## src/rtl/ws_pkg.sv

```systemverilog
// Shared constants for the weight-stationary processing element.
// Default widths and the helpers that give saturation bounds for a signed width.
package ws_pkg;

  localparam int DEF_DW    = 8;
  localparam int DEF_FRAC  = 6;
  localparam int DEF_CNT_W = 16;

  // Saturation bounds for the default width.
  localparam longint WS_SAT_MAX = (64'sd1 <<< (DEF_DW - 1)) - 64'sd1;
  localparam longint WS_SAT_MIN = -(64'sd1 <<< (DEF_DW - 1));

  // Largest value representable in a signed field of width dw.
  function automatic longint ws_sat_max(input int dw);
    return (64'sd1 <<< (dw - 1)) - 64'sd1;
  endfunction

  // Smallest value representable in a signed field of width dw.
  function automatic longint ws_sat_min(input int dw);
    return -(64'sd1 <<< (dw - 1));
  endfunction

endpackage

```

## src/rtl/ws_mul.sv

```systemverilog
// Signed DW x DW multiplier with zero skip.
// When either operand is zero the product is forced to zero and 'skip' is raised.
// Downstream logic uses 'skip' to leave the activity counter alone.
module ws_mul
  import ws_pkg::*;
#(
  parameter int DW = DEF_DW
) (
  input  logic signed [DW-1:0]   a,
  input  logic signed [DW-1:0]   b,
  output logic signed [2*DW-1:0] product,
  output logic                   skip
);

  localparam int PW = 2 * DW;

  // Both operands are sign-extended first, so the full-width product is exact.
  always_comb begin
    skip    = (a == '0) || (b == '0);
    product = skip ? '0 : (PW'(a) * PW'(b));
  end

endmodule

```

## src/rtl/ws_pe_pipe.sv

```systemverilog
// Weight-stationary PE. It has a double-buffered weight and a two-stage MAC pipeline.
// The activation is forwarded to the neighbour PE.
// Optional feature: define WS_PE_SAT_EN to saturate the S2 result instead of wrapping it.
module ws_pe_pipe
  import ws_pkg::*;
#(
  parameter int DW    = DEF_DW,
  parameter int FRAC  = DEF_FRAC,
  parameter int CNT_W = DEF_CNT_W
) (
  input  logic                 sys_clk,
  input  logic                 sys_rst_n,
  input  logic                 enable,
  input  logic                 w_valid,
  input  logic signed [DW-1:0] w_in,
  output logic                 w_ready,
  input  logic                 w_swap,
  input  logic                 x_valid,
  input  logic signed [DW-1:0] x_in,
  input  logic signed [DW-1:0] psum_in,
  output logic                 psum_valid,
  output logic signed [DW-1:0] psum_out,
  output logic                 x_fwd_valid,
  output logic signed [DW-1:0] x_fwd,
  output logic [CNT_W-1:0]     mac_cnt
);

  localparam int PW = 2 * DW;

  logic signed [DW-1:0] active_w;
  logic signed [DW-1:0] shadow_w;
  logic                 shadow_full;
  logic                 w_load;
  logic                 w_do_swap;

  logic signed [PW-1:0] mul_prod;
  logic                 mul_skip;

  logic                 s1_valid;
  logic signed [PW-1:0] s1_prod;
  logic signed [DW-1:0] s1_psum;
  logic signed [DW-1:0] s2_result;

  // Loads are refused while the shadow is occupied. This also makes a load and a swap in the same cycle mutually exclusive.
  assign w_ready   = sys_rst_n && enable && !shadow_full;
  assign w_load    = w_valid && w_ready;
  assign w_do_swap = enable && w_swap && shadow_full;

  // Shadow and active weight registers. A swap reaches the multiplier on the next cycle.
  always_ff @(posedge sys_clk) begin
    if (!sys_rst_n) begin
      active_w    <= '0;
      shadow_w    <= '0;
      shadow_full <= 1'b0;
    end else if (w_do_swap) begin
      active_w    <= shadow_w;
      shadow_full <= 1'b0;
    end else if (w_load) begin
      shadow_w    <= w_in;
      shadow_full <= 1'b1;
    end
  end

  ws_mul #(.DW(DW)) u_mul (
    .a       (x_in),
    .b       (active_w),
    .product (mul_prod),
    .skip    (mul_skip)
  );

  // Stage 1 captures the product and the incoming psum. The activation is forwarded to the neighbour in the same stage.
  always_ff @(posedge sys_clk) begin
    if (!sys_rst_n) begin
      s1_valid    <= 1'b0;
      s1_prod     <= '0;
      s1_psum     <= '0;
      x_fwd_valid <= 1'b0;
      x_fwd       <= '0;
    end else if (enable) begin
      s1_valid    <= x_valid;
      x_fwd_valid <= x_valid;
      x_fwd       <= x_in;
      if (x_valid) begin
        s1_prod <= mul_prod;
        s1_psum <= psum_in;
      end
    end
  end

  // Count every MAC that is not skipped as it enters stage 1. The count sticks at all-ones.
  always_ff @(posedge sys_clk) begin
    if (!sys_rst_n) begin
      mac_cnt <= '0;
    end else if (enable && x_valid && !mul_skip && (mac_cnt != '1)) begin
      mac_cnt <= mac_cnt + CNT_W'(1);
    end
  end

`ifdef WS_PE_SAT_EN
  localparam int SUM_W = PW + 1;
  localparam logic signed [SUM_W-1:0] SAT_HI = SUM_W'(ws_sat_max(DW));
  localparam logic signed [SUM_W-1:0] SAT_LO = SUM_W'(ws_sat_min(DW));

  logic signed [SUM_W-1:0] sum_full;

  // Keep the full-precision sum, then clamp it into the signed DW range.
  always_comb begin
    sum_full = SUM_W'(s1_prod >>> FRAC) + SUM_W'(s1_psum);
    if (sum_full > SAT_HI) begin
      s2_result = SAT_HI[DW-1:0];
    end else if (sum_full < SAT_LO) begin
      s2_result = SAT_LO[DW-1:0];
    end else begin
      s2_result = sum_full[DW-1:0];
    end
  end
`else
  // Wrapping arithmetic: only the low DW bits of the sum are kept.
  always_comb begin
    s2_result = DW'(s1_prod >>> FRAC) + s1_psum;
  end
`endif

  // Stage 2 registers the reduced sum and its valid flag.
  always_ff @(posedge sys_clk) begin
    if (!sys_rst_n) begin
      psum_valid <= 1'b0;
      psum_out   <= '0;
    end else if (enable) begin
      psum_valid <= s1_valid;
      if (s1_valid) begin
        psum_out <= s2_result;
      end
    end
  end

endmodule
```

## config.mk

```make
export PLATFORM = sky130hd
export DESIGN_NAME = ws_pe_pipe
export DESIGN_NICKNAME = d
export VERILOG_FILES = /design/src/rtl/ws_pkg.sv /design/src/rtl/ws_mul.sv /design/src/rtl/ws_pe_pipe.sv
export SDC_FILE = /design/constraint.sdc
export NUM_CORES = 1
export LEC_CHECK = 0
export BUFFER_PORTS_ARGS = -buffer_cell sky130_fd_sc_hd__buf_4
export CAP_MARGIN = 15
export CORE_ASPECT_RATIO = 1.25
export CORE_UTILIZATION = 35
export CTS_BUF_LIST = sky130_fd_sc_hd__clkbuf_4 sky130_fd_sc_hd__clkbuf_8
export CTS_CLUSTER_SIZE = 10
export DETAILED_ROUTE_END_ITERATION = 10
export GPL_ROUTABILITY_DRIVEN = 0
export GPL_TIMING_DRIVEN = 0
export SETUP_SLACK_MARGIN = 0.3
export SLEW_MARGIN = 10
export SYNTH_ARGS = -nofsm -noshare
export SYNTH_HDL_FRONTEND = slang
export SYNTH_SLANG_ARGS = --single-unit
```

## constraint.sdc

```tcl
create_clock -name sys_clk -period 11.7 [get_ports sys_clk]
set_input_delay 0.585 -clock sys_clk [delete_from_list [all_inputs] [get_ports sys_clk]]
set_output_delay 0.585 -clock sys_clk [all_outputs]
set_load 0.03 [all_outputs]
```

## Word-level counts from Yosys, hierarchy flattened

Cells that the tools add are included.

| storage, ports and cells | value |
|---|---|
| register bits after elaboration | 73 |
| output and inout bits | 35 |
| word-level logic and storage cells | 34 |
| input bits | 30 |

| cells by class | value |
|---|---|
| add/subtract/negate cells | 2 |
| reductions and logical operators | 17 |
| mux-type cells | 1 |
| equality and inequality tests | 1 |
| bitwise logic cells | 2 |
| $mul | 1 |

Operators by type and width:

| cell | count |
|---|---|
| 16-bit by 1-bit adder with 16-bit output, second input constant | 1 |
| 8-bit logical NOT | 2 |
| 16-bit != test, second input constant | 1 |
| 8-bit by 8-bit multiplier with 14-bit output | 1 |
| 14-bit two-way mux | 1 |
| 8-bit adder | 1 |
| 1-bit logical AND | 8 |
| 2-bit AND reduction | 3 |
| 1-bit logical NOT | 2 |
| 1-bit inverter | 2 |
| 2-bit OR reduction | 1 |
| 1-bit logical OR | 1 |

## Logic depth before layout (Yosys ltp)

| depth | value |
|---|---|
| depth in word-level cells | 5 |
| mapped depth | 17 |
| mapped depth without buffers | 16 |

## By module

From an unflattened synthesis, not the netlist that was laid out.

| unflattened totals | value |
|---|---|
| cell total of the unflattened synthesis | 668 |
| area total of the unflattened synthesis | 5706.7 um^2 |

By module, submodules not included:

| module | cells an instance | instances | seq. area each (um^2) | area an instance (um^2) |
|---|---|---|---|---|
| ws_pe_pipe | 354 | 1 | 1341.3 | 2981.6 |
| ws_mul | 314 | 1 | 0.0 | 2725.1 |

## Worst setup path before layout

Ideal clock, no wire load.

| timing path | value |
|---|---|
| path kind | in2reg |
| from | input x_in[3] |
| to | register s1_prod[11] |
| cell stages on the path | 17 |
| arrival | 4.401 ns |
| library setup time | 0.069 ns |
| required time | 11.631 ns |
| path buffers | 1 |
| setup slack | 7.230 ns |
| path through | buf_2 > and2_1 > fa_1 > inv_1 > fa_1 > inv_1 > fa_1 > inv_1 > fa_1 > inv_1 > ha_1 > nand2_1 > or3_1 > a31oi_1 > a21oi_1 > xor2_1 > o21ai_1 |

| between the ends | value |
|---|---|
| word-level cells in the longest chain between the ends | 3 |

Ends and longest elaborated chain:

| item | line | RTL |
|---|---|---|
| start: declaration | ws_pe_pipe.sv:19 | `input logic signed [DW-1:0] x_in,` |
| parallel branches: the longest is 2 deep, another holds 8-bit by 8-bit multiplier with 14-bit output | -- |  |
| 14-bit two-way mux (*) | ws_mul.sv:20 | `product = skip ? '0 : (PW'(a) * PW'(b));` |
| end signal: assignment | ws_pe_pipe.sv:84 | `s1_prod <= mul_prod;` |
| end: declaration | ws_pe_pipe.sv:40 | `logic signed [PW-1:0] s1_prod;` |

Mark *: on every way between the ends.
A chain may end at the register's enable or synchronous reset.

## Worst setup path in the final report

| timing path | value |
|---|---|
| from | register active_w[5] |
| to | register s1_prod[11] |

| between the ends | value |
|---|---|
| word-level cells in the longest chain between the ends | 3 |

Ends and longest elaborated chain:

| item | line | RTL |
|---|---|---|
| start: declaration | ws_pe_pipe.sv:30 | `logic signed [DW-1:0] active_w;` |
| start signal: assignment | ws_pe_pipe.sv:56 | `active_w <= shadow_w;` |
| parallel branches: the longest is 2 deep, another holds 8-bit by 8-bit multiplier with 14-bit output | -- |  |
| 14-bit two-way mux (*) | ws_mul.sv:20 |  |

Marks and branches as above.

==> impl_metrics.py <==
metrics = {
    "run_status": {
        "status": "completed",
    },
    "run": {
        "maxCapViolations": 0,
    },
    "timing": {
        "slew_headroom_pct": 56.4,
        "timing.setup.tns_ns": 0,
        "fmax_mhz": 212,
        "finalMaxSlewViolations": 0,
        "finClkSkew_ns": 0.0109,
        "tightest_slew_ns": 0.654,
        "finalCritPeriodShare_pct": 40.4,
        "fin_crit_ns": 4.72,
        "rsz0062_at_grt": "false",
        "hold_violations": 0,
        "setup_viol": 0,
    },
    "placed_design": {
        "place_hpwl_um": 9420,
        "port_buffers": 57,
        "placed_cells": 829,
    },
    "clock_tree": {
        "cts_root_buf": "clkbuf_8",
        "cts.sinks": 67,
        "cts_inserted_buffers": 9,
        "clock_tree.buffer_depth": 2,
        "path_clk_slew_ns": 0.08,
        "cts_tree": "done",
        "cts.htree.levels": 3,
        "cts_resized": 0,
        "cts_hold_buf": 0,
        "clk_latency_ns": 0.35,
        "cts_setup_buffers": 0,
    },
    "power": {
        "pwr-share-comb_pct": 8.8,
        "switchingPower_uw": 121,
        "p_per_area_nw_per_um2": 83.2,
        "clkPwrFrac_pct": 43.6,
        "fin_total_pwr_uw": 495,
        "swShare_pct": 24.3,
        "cell_internal_pwr_uw": 375,
        "irDropWorstVdd_uv": 68.2,
        "leakagePower_uw": 0.00270,
        "seq_power_share_pct": 47.6,
    },
    "logic_synthesis": {
        "synth_compound_area_share_pct": 7.95,
        "synth_top_family_by_area": "adder cells",
        "synthDominantCellAreaShare_pct": 26.4,
        "yosysTopAreaCell": "dfxtp_1",
        "synth_cell_types": 50,
        "synth_edf_count": 0,
        "synthTopCellsByArea": "dfxtp_1 26%, fa_1 19%, ha_1 7.9%",
        "syn_inst": 597,
        "synth-seq-cells": 67,
        "postSynth.asyncResetShare_pct": 0,
        "synthFlopType": "dfxtp_1",
        "synthSimpleGateAreaFrac_pct": 24.0,
        "avgSynthCellArea_um2": 8.51,
        "synth_area_um2": 5080,
        "synth_mux_area_share_pct": 2.95,
        "synth_nets": 706,
        "yosys_warnings": 0,
        "seq_area_frac_synth_pct": 26.4,
        "synthAdderAreaFrac_pct": 26.4,
        "synth_xor_area_share_pct": 4.31,
    },
    "route": {
        "via_per_inst": 4.85,
        "ant_nets": 0,
        "remaining_drc_errors": 0,
        "drt_wl_total_um": 11800,
        "drtPass1Iterations": 4,
        "avgRoutedWirePerCell_um": 14.0,
        "drt-initial-drc-count": 96,
        "vias": 4095,
    },
    "floorplanning": {
        "dieArea_um2": 15000,
        "dieHeight_um": 137,
        "core_um2": 14000,
        "ios": 65,
        "start_util_pct": 36.3,
        "die_w_um": 110,
        "rows": 48,
    },
    "final_layout": {
        "antennaDiodeCount": 0,
        "final_cells": 845,
        "nNetsFinal": 774,
        "drive_gt1_share_pct": 14.5,
        "final_common_cell": "nand2_1",
        "mostFrequentLayoutCells": "105 x nand2_1, 75 x inv_1, 67 x dfxtp_1",
        "area_delta_synth_final_pct": 17.2,
    },
    "global_routing": {
        "antenna_found_initial": 0,
        "grt_pass1_wl_um": 20200,
        "grt_pass1_vias": 4340,
        "overflow": 0,
        "grt_max_degree": 13,
        "track_usage_pct": 17.4,
    },
    "setup_path": {
        "cp_max_fo": 10,
        "crit_path_end_kind": "flip-flop",
        "worst_ep_required_time_ns": 11.94,
        "cp-start-kind": "flip-flop",
        "crit_path_max_incr_delay_ns": 0.55,
        "cpMaxStageDelayCell": "fa_1",
        "worstPathCellList": "clkbuf_1 > nand2_1 > fa_1 > fa_1 > inv_1 > fa_1 > inv_1 > fa_1 > inv_1 > ha_1 > nand2_1 > or3_1 > a31oi_1 > a21oi_1 > xor2_1 > o21ai_1",
        "cp.arrival_ns": 4.96,
        "critPathKind": "reg -> reg",
        "cpMostUsedCell": "fa_1",
    },
    "worst_hold_path": {
        "hp-class": "reg -> reg",
    },
}
==> layout make-up <==
| cell class | instances | area [µm²] |
|---|---|---|
| fill | 1445 | 8040 |
| tap | 175 | 219 |
| sequential | 67 | 1340 |
| inverter | 75 | 282 |
| buffer | 28 | 126 |
| clock buffer | 10 | 138 |
| clock inverter | 6 | 88.8 |
| timing repair buffer | 57 | 428 |
| multi-input combinational | 427 | 3330 |
==> power groups by stage <==
stage	clock, µW	sequential (µW)	combinational, µW
global route	230	236	48.1
global placement	0	241	43.4
CTS	221	236	44.2
detailed placement	0	241	44.1
finish	216	236	43.6
floorplan	0	245	20.4
==> cell families after synthesis <==
logic type | after synthesis
buffers and inverters | 103
AND/OR/NAND/NOR | 237
flip-flops | 67
multiplexers | 15
AO/OA/AOI/OAI | 71
adder cells (fa/ha/maj) | 79
XOR/XNOR | 25
==> routing by layer <==
| layer | up-vias | global-route usage, % | share of wire (%) |
|---|---|---|---|
| li1 | 2041 | - | - |
| met1 | 1961 | 21.0 | 43 |
| met2 | 71 | 30.6 | 51 |
| met3 | 22 | 3.14 | 3.7 |
| met4 | 0 | 6.30 | 2.4 |
| met5 | - | 0 | 0 |
==> final timing paths <==
path / startpoint / endpoint / slack, ns / depth (start not counted)
max: active_w[5] / s1_prod[11] / 6.98 / 16
min: shadow_w[1] / shadow_w[1] / 0.46 / 2
max reg2reg: active_w[5] / s1_prod[11] / 6.98 / 16
min reg2reg: shadow_w[1] / shadow_w[1] / 0.46 / 2
==> registers in the layout, summed over array words and instances (netlist names) <==
name and count:
s1_prod 8, shadow_w 8, active_w 8, s1_psum 8, psum_valid 1, s1_valid 1, x_fwd 8, mac_cnt 16
shadow_full 1, psum_out 8
==> per-stage QoR <==
| stage | worst slack [ns] | hold slack [ns] | cell area, µm² | util, % |
|---|---|---|---|---|
| 6_report | 6.98 | 0.456 | 5960 | 42.6 |
| 5_1_grt | 6.66 | 0.481 | 5960 | 42.6 |
| 4_1_cts | 6.92 | 0.459 | 5960 | 42.6 |
| 3_5_place_dp | 6.86 | 0.449 | 5730 | 40.9 |
| 3_3_place_gp | 6.89 | 0.445 | 5730 | 40.9 |
| 2_1_floorplan | 7.23 | 0.432 | 5080 | - |
==> synth_stat cells (all sizes together) (2+ instances only) <==
library cell,instances
nand2,107
inv,75
dfxtp,67
fa,47
a21oi,45
and2,41
ha,32
nor2,28
xnor2,20
buf,16
mux2i,15
clkbuf,12
nand3,12
nand2b,11
nor4,10
o21ai,10
and3,5
nor2b,5
nor3,5
xor2,5
a21o,3
nand4,3
nor3b,3
a21boi,2
a31oi,2
and4,2
or3,2
==> worst max-delay path, delay by kind of cell (launching register included) <==
| family | cells | cell delay [ns] |
|---|---|---|
| AOI/OAI and AO/OA | 3 | 0.48 |
| buffers and inverters | 4 | 0.64 |
| DFF | 1 | 0.33 |
| xor gates and xnor gates | 1 | 0.18 |
| and+or+nand+nor | 3 | 0.57 |
| adders and majority gates | 5 | 2.43 |
No activity file was read; power rests on OpenSTA's default activity.
